==> src/rtl/count_seq_ctrl_if.sv <==
// count_seq_ctrl_if: control/status bundle between the sequencer and its controller.
interface count_seq_ctrl_if #(parameter int WIDTH = 2, parameter int LEN_W = 8);
  logic             start;
  logic             dir;
  logic [LEN_W-1:0] len;
  logic             pause;
  logic             load;
  logic [WIDTH-1:0] load_val;
  logic [WIDTH-1:0] q;
  logic [WIDTH-1:0] qb;
  logic             busy;
  logic             done;
  logic             wrap;
  modport master (output start, dir, len, pause, load, load_val, input q, qb, busy, done, wrap);
  modport slave  (input start, dir, len, pause, load, load_val, output q, qb, busy, done, wrap);
endinterface

==> src/rtl/count_seq_ctrl.sv <==
// count_seq_ctrl: runs a WIDTH-bit count register up/down for a programmed number of steps.
module count_seq_ctrl #(
  parameter int WIDTH = 2,
  parameter int LEN_W = 8
) (
  input logic             clk,
  input logic             clear,
  count_seq_ctrl_if.slave bus
);
  typedef enum logic [1:0] {IDLE, RUN, HOLD, DONE} state_t;
  state_t           r_state, w_next;
  logic [WIDTH-1:0] r_q;
  logic [LEN_W-1:0] r_rem;
  logic             r_dir, r_wrap;
  logic             w_step, w_load, w_start;
  always_comb begin
    w_next = IDLE;
    case (r_state)
      IDLE:    w_next = bus.start ? (bus.len != '0 ? RUN : DONE) : IDLE;
      RUN:     w_next = bus.pause ? HOLD : (r_rem == LEN_W'(1) ? DONE : RUN);
      HOLD:    w_next = bus.pause ? HOLD : RUN;
      default: w_next = IDLE;
    endcase
  end
  assign w_step  = (r_state == RUN) && !bus.pause;
  assign w_load  = bus.load && (r_state == IDLE || r_state == HOLD);
  assign w_start = bus.start && (r_state == IDLE);
  always_ff @(posedge clk or posedge clear) begin
    if (clear) begin
      r_state <= IDLE;
      r_q     <= '0;
      r_rem   <= '0;
      r_dir   <= 1'b0;
      r_wrap  <= 1'b0;
    end else begin
      r_state <= w_next;
      r_q     <= w_load ? bus.load_val : w_step ? (r_dir ? r_q - WIDTH'(1) : r_q + WIDTH'(1)) : r_q;
      r_rem   <= w_start ? bus.len : w_step ? r_rem - LEN_W'(1) : r_rem;
      r_dir   <= w_start ? bus.dir : r_dir;
      // wrap looks at the pre-step value, so a load can never raise it
      r_wrap  <= w_step && (r_dir ? (r_q == '0) : (&r_q));
    end
  end
  assign bus.q    = r_q;
  assign bus.qb   = ~r_q;
  assign bus.busy = (r_state == RUN) || (r_state == HOLD);
  assign bus.done = (r_state == DONE);
  assign bus.wrap = r_wrap;
endmodule

==> src/flat_wrapper.sv <==
// flat-port wrapper written by rule: the top's interface ports become plain ports
module count_seq_ctrl_flat 
#(
  parameter int WIDTH = 2,
  parameter int LEN_W = 8
)
  (clk, clear, bus_start, bus_dir, bus_len, bus_pause, bus_load, bus_load_val, bus_q, bus_qb, bus_busy, bus_done, bus_wrap);
  count_seq_ctrl_if #(.WIDTH(WIDTH), .LEN_W(LEN_W)) bus_i ();
  input logic clk;
  input logic clear;
  input wire logic [$bits(bus_i.start)-1:0] bus_start;
  input wire logic [$bits(bus_i.dir)-1:0] bus_dir;
  input wire logic [$bits(bus_i.len)-1:0] bus_len;
  input wire logic [$bits(bus_i.pause)-1:0] bus_pause;
  input wire logic [$bits(bus_i.load)-1:0] bus_load;
  input wire logic [$bits(bus_i.load_val)-1:0] bus_load_val;
  output wire logic [$bits(bus_i.q)-1:0] bus_q;
  output wire logic [$bits(bus_i.qb)-1:0] bus_qb;
  output wire logic [$bits(bus_i.busy)-1:0] bus_busy;
  output wire logic [$bits(bus_i.done)-1:0] bus_done;
  output wire logic [$bits(bus_i.wrap)-1:0] bus_wrap;
  assign bus_i.start = bus_start;
  assign bus_i.dir = bus_dir;
  assign bus_i.len = bus_len;
  assign bus_i.pause = bus_pause;
  assign bus_i.load = bus_load;
  assign bus_i.load_val = bus_load_val;
  assign bus_q = bus_i.q;
  assign bus_qb = bus_i.qb;
  assign bus_busy = bus_i.busy;
  assign bus_done = bus_i.done;
  assign bus_wrap = bus_i.wrap;
  count_seq_ctrl #(.WIDTH(WIDTH), .LEN_W(LEN_W)) u_core (.clk(clk), .clear(clear), .bus(bus_i));
endmodule
==> config.mk <==
export PLATFORM = sky130hd
export DESIGN_NAME = count_seq_ctrl_flat
export DESIGN_NICKNAME = d
export VERILOG_FILES = /design/src/rtl/count_seq_ctrl_if.sv /design/src/rtl/count_seq_ctrl.sv /design/src/flat_wrapper.sv
export SDC_FILE = /design/constraint.sdc
export NUM_CORES = 1
export LEC_CHECK = 0
export ABC_AREA = 1
export BUFFER_PORTS_ARGS = -buffer_cell sky130_fd_sc_hd__buf_2
export CAP_MARGIN = 10
export CORE_MARGIN = 4
export CORE_UTILIZATION = 47
export CTS_CLUSTER_SIZE = 28
export DETAILED_ROUTE_END_ITERATION = 10
export GPL_TIMING_DRIVEN = 1
export PLACE_DENSITY_LB_ADDON = 0.12
export SLEW_MARGIN = 40
export SYNTH_ARGS = -nofsm -noshare
export SYNTH_HDL_FRONTEND = slang
export SYNTH_SLANG_ARGS = --single-unit
==> constraint.sdc <==
create_clock -name clk -period 1.6 [get_ports clk]
set_input_delay 0.16 -clock clk [delete_from_list [all_inputs] [get_ports clk]]
set_output_delay 0.16 -clock clk [all_outputs]
set_load 0.1 [all_outputs]
==> results of run 1 <==
flip-flops by register name (all words and copies together), names as in the netlist:
register / cells
u_core.r_state: 2
u_core.r_dir: 1
u_core.bus.q: 2
u_core.r_rem: 8
u_core.bus.wrap: 1
worst min-delay path, stage by stage:
cell,delay [ps]
buf_2,80
nand2_1,40
nand2_1,40
where the power goes:
part / total (W) / leakage (nW) / switching (W) / internal, W
logic: 0.00191 / 0.471 / 0.00137 / 0.000536
clock network: 0.000260 / 0.0210 / 0.000121 / 0.000138
registers: 0.000723 / 0.172 / 0.000184 / 0.000539
layout make-up:
class / instances / area, µm² / area share
inverters: 29 / 119 / 0.0973
multi-input cells: 89 / 539 / 0.442
flip-flops and latches: 14 / 358 / 0.293
well taps: 27 / 33.8 / 0.0277
clock buffers: 4 / 36.3 / 0.0297
repair buffers: 23 / 135 / 0.111
kinds of logic (layout without fill, tap and decap cells):
group,after synthesis,in the layout,share of synthesized area
AOI/OAI and AO/OA,15,15,0.110
and+or+nand+nor,66,66,0.336
adders and majority gates,6,6,0.0750
xor gates and xnor gates,2,2,0.0175
DFF,14,14,0.350
buffers and inverters,29,56,0.111
layout by cell type (no fill, tap or decap), drive strengths merged, types with 2 or more instances in the layout:
master,instances
dfrtp,14
nand2,38
clkbuf,4
o21ai,7
xor2,2
inv,27
nand3,13
nand4,3
clkinvlp,2
o221ai,2
a21oi,2
ha,6
o211ai,2
buf,22
nor2,11
worst max-delay path by stage:
stage                            startpoint         endpoint  cells after the start
after global routing      u_core.r_state[1]         bus_done                      2
after CTS                   u_core.bus.q[1]        bus_qb[1]                      2
after floorplan             u_core.bus.q[1]  u_core.bus.q[1]                      6
after global placement    u_core.r_state[0]  u_core.r_rem[4]                      7
after detailed placement  u_core.r_state[0]  u_core.r_rem[2]                      7
final                       u_core.bus.q[0]        bus_qb[0]                      2
timing repair:
action / in CTS / in global routing
hold buffers: 1 / 0
endpoints found under the hold margin: 14 / 0
setup endpoints to repair: 0 / 0
per-layer routing:
metal  up-vias  global-route usage  wire, µm
li1        472                   -         -
met1       417               0.207       995
met2        31               0.283      1060
met3         2              0.0499       123
met4         0              0.0373        17
met5         -                   0         0
stage by stage:
stage / setup WS (ps) / utilization / instance area [µm²] / hold WS [ps] / instances
6_report: 139 / 0.610 / 1220 / 66.6 / 186
5_1_grt: 76.0 / 0.610 / 1220 / 80.6 / 186
4_1_cts: 125 / 0.610 / 1220 / 58.2 / 186
3_5_place_dp: 250 / 0.587 / 1170 / 239 / 181
3_3_place_gp: 275 / 0.587 / 1170 / 233 / 181
2_1_floorplan: -169 / - / 1020 / 49.3 / 132
==> impl_metrics.csv, run 1 <==
group,metric,value,unit
clock_network,clk_pin_slew,90,ps
job,maxCapViolCount,0,
clock_network,post_cts_buffers,0,
synthesis,yosysWarnings,0,
global_routing,antenna_found_initial,0,
cells_and_area,drive_above_1_share,0.296,
run_status,status,"finished, final reports clean",
pwr,powerDensity,2370,nW/µm²
cells_and_area,n_fill_cell,202,
route,route.detailed.drc,0,
critical_path,crit_type,"register to output port",
pwr,ir_drop,0.00242,V
timing,slew_headroom,0.621,
critical_path,crit_buf_inv,2,
critical_path,crit_path_end_kind,"output port",
critical_path,rr_worst_depth,5,
critical_path,crit_arrival,1300,ps
synthesis,async_reset_ff_frac,1.00,
placed_design,hpwl,1700,µm
critical_path,crit_chain,"clkinvlp_4 -> buf_2",
floorplanning,coreArea,2000,µm²
floorplanning,start_util,0.500,
pwr,leakagePower,0.664,nW
timing,setup_viol,0,
floorplanning,fp-row-count,16,
clock_network,insertion_delay,280,ps
synthesis,post-synth-top-count-cell,"nand2_1",
global_routing,grt-ovfl-total,0,
hold_path,min_from,"bus_dir",
timing,slew_violations,0,
critical_path,crit_path_start_kind,"register",
timing,rsz0062_at_grt,"false",
timing,fin_tns_setup,0,ps
synthesis,yosysTopAreaCell,"dfrtp_1",
placed_design,gp_congestion,0.890,
synthesis,ys_types,25,
synthesis,synth-edff-count,0,
synthesis,netlist_top_cells_count,"33 x nand2_1, 25 x inv_1, 14 x dfrtp_1",
route,wl_per_cell,11.8,µm
placed_design,numPortBuffers,22,
route,first_pass_iters,4,
critical_path,timing.rr.start,"u_core.r_rem[0]",
cells_and_area,nNetsFinal,182,
timing,period_share,0.913,
floorplanning,die_h,54.2,µm
clock_network,root_buffer,"clkbuf_4",
timing,fmaxAchievable,684,MHz
synthesis,synth_area_leaders,"dfrtp_1 35%, nand2_1 12%, inv_1 9.4%, ha_1 7.5%, nand3_1 6.0%",
global_routing,grt_pass1_vias,815,
critical_path,cpPeakStageDelay,510,ps
clock_network,post_cts_resized,0,
critical_path,required,1440,ps
floorplanning,dieArea,2930,µm²
synthesis,ys.flop_type,"dfrtp_1",
synthesis,synth_cells,132,
timing,worst_clock_skew,3.06,ps
clock_network,numCtsBuffers,3,
timing,worst_slew_pin_slew,568,ps
hold_path,hold_class,"primary input to register",
critical_path,r2r_end,"u_core.r_rem[2]",
synthesis,ys_seq_elements,14,
clock_network,cts_buffer_depth,2,
cells_and_area,syn_to_final_growth,22.0,%
pwr,total_power,0.00289,W
route,ant_nets,0,
global_routing,grt_use_total,0.167,
synthesis,synth_seq_area_share,0.350,
critical_path,cp_top_family,"flip-flops",
clock_network,cts_tree,"yes",
hold_path,hold_end,"u_core.r_dir",
synthesis,synth_nets,154,
route,vias_per_cell,4.96,
global_routing,grt_pass1_wl,3480,µm
global_routing,grt_max_degree,15,
synthesis,yosysTopAreaCellShare,0.350,
clock_network,cts-htree-levels,1,
route,wirelength,2200,µm
hold_path,holdPathStages,3,
timing,min_period,1460,ps
timing,finalHoldViolCount,0,
critical_path,crit_path_top_delay_cell,"dfrtp_4",
critical_path,cp_max_fo,5,
route,first_iter_violations,29,
floorplanning,pin_count,23,
synthesis,syn_area_per_cell,7.58,µm²
critical_path,regToRegSetupSlack,220,ps
route,dr_total_vias,922,
cells_and_area,antenna_cells,0,
synthesis,synthesis.area,1000,µm²
floorplanning,die-width,54.2,µm
clock_network,cts.sinks,14,
(Power assumes the default switching activity.)
==> run 2, diff against run 1 <==
--- a/config.mk
+++ b/config.mk
@@ -5,12 +5,10 @@
 export SDC_FILE = /design/constraint.sdc
 export NUM_CORES = 1
 export LEC_CHECK = 0
-export ABC_AREA = 1
 export BUFFER_PORTS_ARGS = -buffer_cell sky130_fd_sc_hd__buf_2
 export CAP_MARGIN = 10
 export CORE_MARGIN = 4
-export CORE_UTILIZATION = 47
-export CTS_CLUSTER_SIZE = 28
+export CORE_UTILIZATION = 50
 export DETAILED_ROUTE_END_ITERATION = 10
 export GPL_TIMING_DRIVEN = 1
 export PLACE_DENSITY_LB_ADDON = 0.12
==> impl_metrics.csv, run 2 <==
group,metric,value,unit
timing,slew_headroom,0.638,
critical_path,crit_arrival,1960,ps
critical_path,crit_path_start_kind,"register",
global_routing,antenna_found_initial,0,
floorplanning,die_h,48.6,µm
route,ant_nets,0,
timing,finalHoldViolCount,0,
clock_network,cts.sinks,14,
clock_network,cts-htree-levels,1,
synthesis,synth-edff-count,0,
pwr,ir_drop,0.00246,V
timing,worst_slack,-143,ps
synthesis,netlist_top_cells_count,"14 x dfrtp_1, 9 x o21ai_0, 8 x nand2_1",
pwr,powerDensity,2310,nW/µm²
hold_path,hold_class,"primary input to register",
critical_path,cp_max_fo,5,
global_routing,grt-ovfl-total,0,
route,vias_per_cell,5.87,
timing,worst_slew_pin_slew,543,ps
global_routing,grt_use_total,0.213,
pwr,leakagePower,0.553,nW
synthesis,synth_area_leaders,"dfrtp_1 43%, ha_1 9.1%, o21ai_0 5.5%, a31oi_1 5.3%, nand2_1 3.6%",
synthesis,synth_nets,112,
floorplanning,coreArea,1520,µm²
synthesis,yosysWarnings,0,
route,first_pass_iters,4,
cells_and_area,final_cells,150,
timing,slew_violations,0,
timing,setup_viol,4,
cells_and_area,layout_common_cells,"20 x buf_2, 19 x buf_4, 12 x dfrtp_1",
cells_and_area,antenna_cells,0,
critical_path,crit_path_end_kind,"register",
floorplanning,dieArea,2360,µm²
floorplanning,pin_count,23,
clock_network,root_buffer,"clkbuf_4",
synthesis,yosysTopAreaCell,"dfrtp_1",
timing,rsz0062_at_grt,"true",
synthesis,synth_cells,90,
route,wirelength,2430,µm
synthesis,synthesis.area,823,µm²
clock_network,insertion_delay,280,ps
placed_design,dpl.cell_count,138,
run_status,status,"finished, violations left",
timing,min_period,1740,ps
cells_and_area,largest_register_ffs,8,
job,maxCapViolCount,0,
route,dr_total_vias,881,
floorplanning,fp-row-count,14,
synthesis,synth_seq_area_share,0.426,
placed_design,place_ws,-110,ps
global_routing,grt_max_degree,15,
cells_and_area,syn_to_final_growth,53.8,%
timing,fmaxAchievable,574,MHz
clock_network,numCtsBuffers,3,
floorplanning,start_util,0.540,
cells_and_area,drive_above_1_share,0.493,
synthesis,ys_seq_elements,14,
cells_and_area,n_fill_cell,88,
clock_network,cts_buffer_depth,2,
timing,worst_clock_skew,3.54,ps
synthesis,async_reset_ff_frac,1.00,
route,wl_per_cell,16.2,µm
synthesis,ys.flop_type,"dfrtp_1",
synthesis,yosysTopAreaCellShare,0.426,
synthesis,syn_area_per_cell,9.15,µm²
clock_network,clk_pin_slew,100,ps
placed_design,hpwl,1670,µm
route,first_iter_violations,24,
run_status,violations,"setup timing",
critical_path,crit_type,"register to register",
synthesis,ys_types,26,
route,route.detailed.drc,0,
placed_design,gp_congestion,0.885,
clock_network,cts_tree,"yes",
cells_and_area,top_register,"u_core.r_rem",
critical_path,required,1810,ps
global_routing,grt_pass1_wl,4020,µm
synthesis,post-synth-top-count-cell,"dfrtp_1",
timing,period_share,1.09,
cells_and_area,layout_commonest_cell,"buf_2",
placed_design,numPortBuffers,22,
floorplanning,die-width,48.6,µm
global_routing,grt_pass1_vias,881,
cells_and_area,nNetsFinal,157,
[run 2: cell types whose count changed in the layout (fill, tap and decap cells not counted), sizes merged, moves of 3 or more]
cell   change
buf       +19
xnor2      +3
inv       -22
nor2       -4
or3        +6
nand4      -3
or4        +4
nand2     -30
nand3     -11
a31oi      +7
[run 2: worst paths after layout]
kind | startpoint | endpoint | slack, ps | cells past startpoint
max | u_core.r_state[1] | u_core.r_rem[7] | -140 | 5
min | bus_dir | u_core.r_dir | 60 | 3
max reg2reg | u_core.r_state[1] | u_core.r_rem[7] | -140 | 5
min reg2reg | u_core.r_dir | u_core.r_dir | 560 | 2
max in group asynchronous | clear | u_core.bus.q[0] | 740 | 3
min in group asynchronous | clear | u_core.r_rem[5] | 450 | 3
[run 2: layout make-up]
type	instances	area (µm²)	area share
inverters	7	33.8	0.0267
flip-flops and latches	14	358	0.283
repair buffers	42	293	0.231
clock buffers	4	36.3	0.0287
multi-input cells	67	526	0.415
well taps	16	20.0	0.0158
[run 2: cells by family (layout without fill, tap and decap cells)]
kind of cell	after synthesis	count (layout)	synth area share
simple gates	34	34	0.233
compound gates	22	22	0.153
flops	14	14	0.426
buf+inv	9	53	0.0410
fa+ha+maj	6	6	0.0912
xor+xnor	4	4	0.0426
mux	1	1	0.0137
[run 2: report_power, final]
part	internal [W]	total (W)	switching, W
logic	0.000732	0.00195	0.00122
registers	0.000538	0.000707	0.000169
clock network	0.000138	0.000271	0.000132
total	0.00141	0.00293	0.00152
[run 2: critical path: stages (launching register included)]
cell,delay (ps)
dfrtp_1,400
inv_2,80
ha_4,120
or4b_4,490
or4_4,420
a31oi_1,170
[run 2: what timing repair did]
item                                   4_1_cts  5_1_grt
hold buffers                                 1        0
setup buffers                                3        5
endpoints found under the hold margin       14        0
setup endpoints to repair                    7       11
resized for setup                            2       16
pin swaps                                    6       11
[run 2: per-stage QoR]
stage	total power [W]	TNS, ps	hold WS, ps	area (µm²)	util
5_1_grt	0.00311	-657	72.9	1270	0.831
4_1_cts	0.00269	-319	59.5	1160	0.762
3_3_place_gp	0.00234	-78.2	225	1090	0.713
6_report	0.00293	-436	62.5	1270	0.831
3_5_place_dp	0.00239	-306	231	1090	0.713
2_1_floorplan	0.00187	-393	49.3	858	-
[run 2: per-layer routing]
layer	GRT usage	vias up	share of wire
met5	0	-	0
met3	0.0215	8	0.069
met4	0.0942	0	0.017
met1	0.280	422	0.41
li1	-	412	-
met2	0.352	39	0.50
==> run 3, diff against run 2 <==
--- a/config.mk
+++ b/config.mk
@@ -10,7 +10,7 @@
 export CORE_MARGIN = 4
 export CORE_UTILIZATION = 50
 export DETAILED_ROUTE_END_ITERATION = 10
-export GPL_TIMING_DRIVEN = 1
+export GPL_TIMING_DRIVEN = 0
 export PLACE_DENSITY_LB_ADDON = 0.12
 export SLEW_MARGIN = 40
 export SYNTH_ARGS = -nofsm -noshare
==> impl_metrics.csv, run 3 (synthesized netlist as in run 2, its figures left out) <==
group,metric,value,unit
run_status,status,"finished, violations left",
run_status,violations,"setup timing",
cells_and_area,multi_input_area,519,µm²
global_routing,grt_max_degree,15,
route,wirelength,2540,µm
route,route.detailed.drc,0,
clock_network,root_buffer,"clkbuf_4",
floorplanning,fp-row-count,14,
clock_network,cts.sinks,14,
cells_and_area,antenna_cells,0,
pwr,powerDensity,2310,nW/µm²
timing,rsz0062_at_grt,"true",
pwr,cell_internal_pwr,0.00128,W
critical_path,cp_max_fo,6,
pwr,share_clk_of_total_power,0.096,
clock_network,cts-htree-levels,1,
critical_path,timing.rr.start,"u_core.r_state[1]",
critical_path,crit_path_start_kind,"register",
timing,worst_clock_skew,2.39,ps
pwr,seq_power_share,0.271,
cells_and_area,final_cells,146,
floorplanning,die_h,48.6,µm
cells_and_area,seq_area,359,µm²
global_routing,grt_use_total,0.194,
clock_network,cts_buffer_depth,2,
hold_path,hold_class,"primary input to register",
cells_and_area,largest_register_ffs,8,
cells_and_area,n_fill_cell,102,
route,first_iter_violations,26,
global_routing,grt-ovfl-total,0,
pwr,sw_frac_of_total,0.542,
cells_and_area,stdcell_area,1210,µm²
cells_and_area,syn_to_final_growth,46.7,%
clock_network,clk_pin_slew,90,ps
critical_path,regToRegSetupSlack,-210,ps
critical_path,rr_worst_depth,5,
timing,period_share,1.13,
route,ant_nets,0,
global_routing,antenna_found_initial,0,
route,first_pass_iters,4,
placed_design,hpwl,1530,µm
critical_path,critPathLaunch,"u_core.r_state[1]",
placed_design,dpl.cell_count,128,
placed_design,gp_congestion,0.842,
pwr,ir_drop,0.00219,V
route,wl_per_cell,17.4,µm
floorplanning,pin_count,23,
placed_design,placed_area,988,µm²
critical_path,required,1810,ps
cells_and_area,layout_common_cells,"20 x buf_2, 12 x buf_4, 11 x dfrtp_1, 8 x nand2_1",
global_routing,grt_pass1_vias,810,
timing,finalHoldViolCount,0,
global_routing,grt_pass1_wl,3550,µm
pwr,power.switching,0.00151,W
critical_path,crit_path_end_kind,"register",
pwr,p_comb_frac,0.634,
clock_network,numCtsBuffers,3,
timing,slew_violations,0,
route,vias_per_cell,6.15,
cells_and_area,layout_commonest_cell,"buf_2",
floorplanning,coreArea,1520,µm²
cells_and_area,drive_above_1_share,0.462,
cells_and_area,top_register,"u_core.r_rem",
cells_and_area,nNetsFinal,153,
timing,fmaxAchievable,553,MHz
placed_design,numPortBuffers,22,
route,dr_total_vias,898,
floorplanning,start_util,0.540,
floorplanning,die-width,48.6,µm
critical_path,crit_path_top_delay_cell,"or4b_4",
timing,setup_viol,7,
critical_path,crit_chain,"inv_2 -> ha_4 -> or4b_4 -> or4_4 -> a31oi_4",
job,maxCapViolCount,0,
clock_network,cts_tree,"yes",
timing,min_period,1810,ps
floorplanning,dieArea,2360,µm²
placed_design,place_ws,-232,ps
clock_network,insertion_delay,290,ps
critical_path,r2r_end,"u_core.r_rem[7]",
critical_path,endpoint,"u_core.r_rem[7]",
critical_path,crit_type,"register to register",
critical_path,cpPeakStageDelay,500,ps
pwr,leakagePower,0.531,nW
critical_path,crit_arrival,2020,ps
timing,worst_slew_pin_slew,529,ps
timing,slew_headroom,0.647,
timing,worst_slack,-210,ps
run 3: changes by cell type in the layout (fill, tap and decap cells not counted), sizes merged:
| cell | change |
|---|---|
| buf | -7 |
| clkbuf | +3 |
run 3: worst max-delay path: cells and delay by family (launching register included):
family	cells	cell delay (ps)
compound gates	1	170
flops	1	400
fa+ha+maj	1	130
simple gates	2	950
buf+inv	1	80
run 3: power by group through the flow:
stage          combinational [W]  sequential, W  clock [W]
2_1_floorplan           0.000953       0.000914          0
3_3_place_gp             0.00134       0.000717          0
3_5_place_dp             0.00139       0.000735          0
4_1_cts                  0.00148       0.000724   0.000266
5_1_grt                  0.00187       0.000783   0.000287
6_report                 0.00177       0.000755   0.000267
run 3: final cells by class:
class	count	area share
buffer	2	0.00725
clock buffer	4	0.0301
inverter	7	0.0280
multi-input combinational	67	0.430
sequential	14	0.297
tap	16	0.0166
timing repair buffer	36	0.191
run 3: repair_timing:
item,CTS,global route
hold buffers,1,0
endpoints found under the hold margin,14,0
setup endpoints to repair,7,12
buffers inserted,5,8
gates resized for setup,3,16
pin swaps,4,12
cloned,0,0
run 3: how the worst min path moves through the flow:
stage                 start              end  depth (start not counted)
finish              bus_dir     u_core.r_dir                          3
global route        bus_dir     u_core.r_dir                          3
CTS                 bus_dir     u_core.r_dir                          3
detailed placement    clear  u_core.r_rem[5]                          2
global placement      clear  u_core.r_rem[5]                          2
floorplan             clear  u_core.bus.wrap                          1
run 3: routing by layer:
layer  vias to the layer above  GRT usage  wire length (µm)
li1                        405          -                 -
met1                       429      0.236              1030
met2                        48      0.333              1240
met4                         0     0.0897                90
met5                         -          0                 0
met3                        16     0.0307               174
run 3: through the flow:
stage               TNS, ps  hold slack (ps)  power [W]  utilization
detailed placement     -643              232    0.00213        0.649
global route          -1470              100    0.00294        0.792
CTS                    -503             83.8    0.00247        0.709
floorplan              -393             49.3    0.00187            -
finish                 -914             93.6    0.00279        0.792
global placement       -515              221    0.00206        0.649
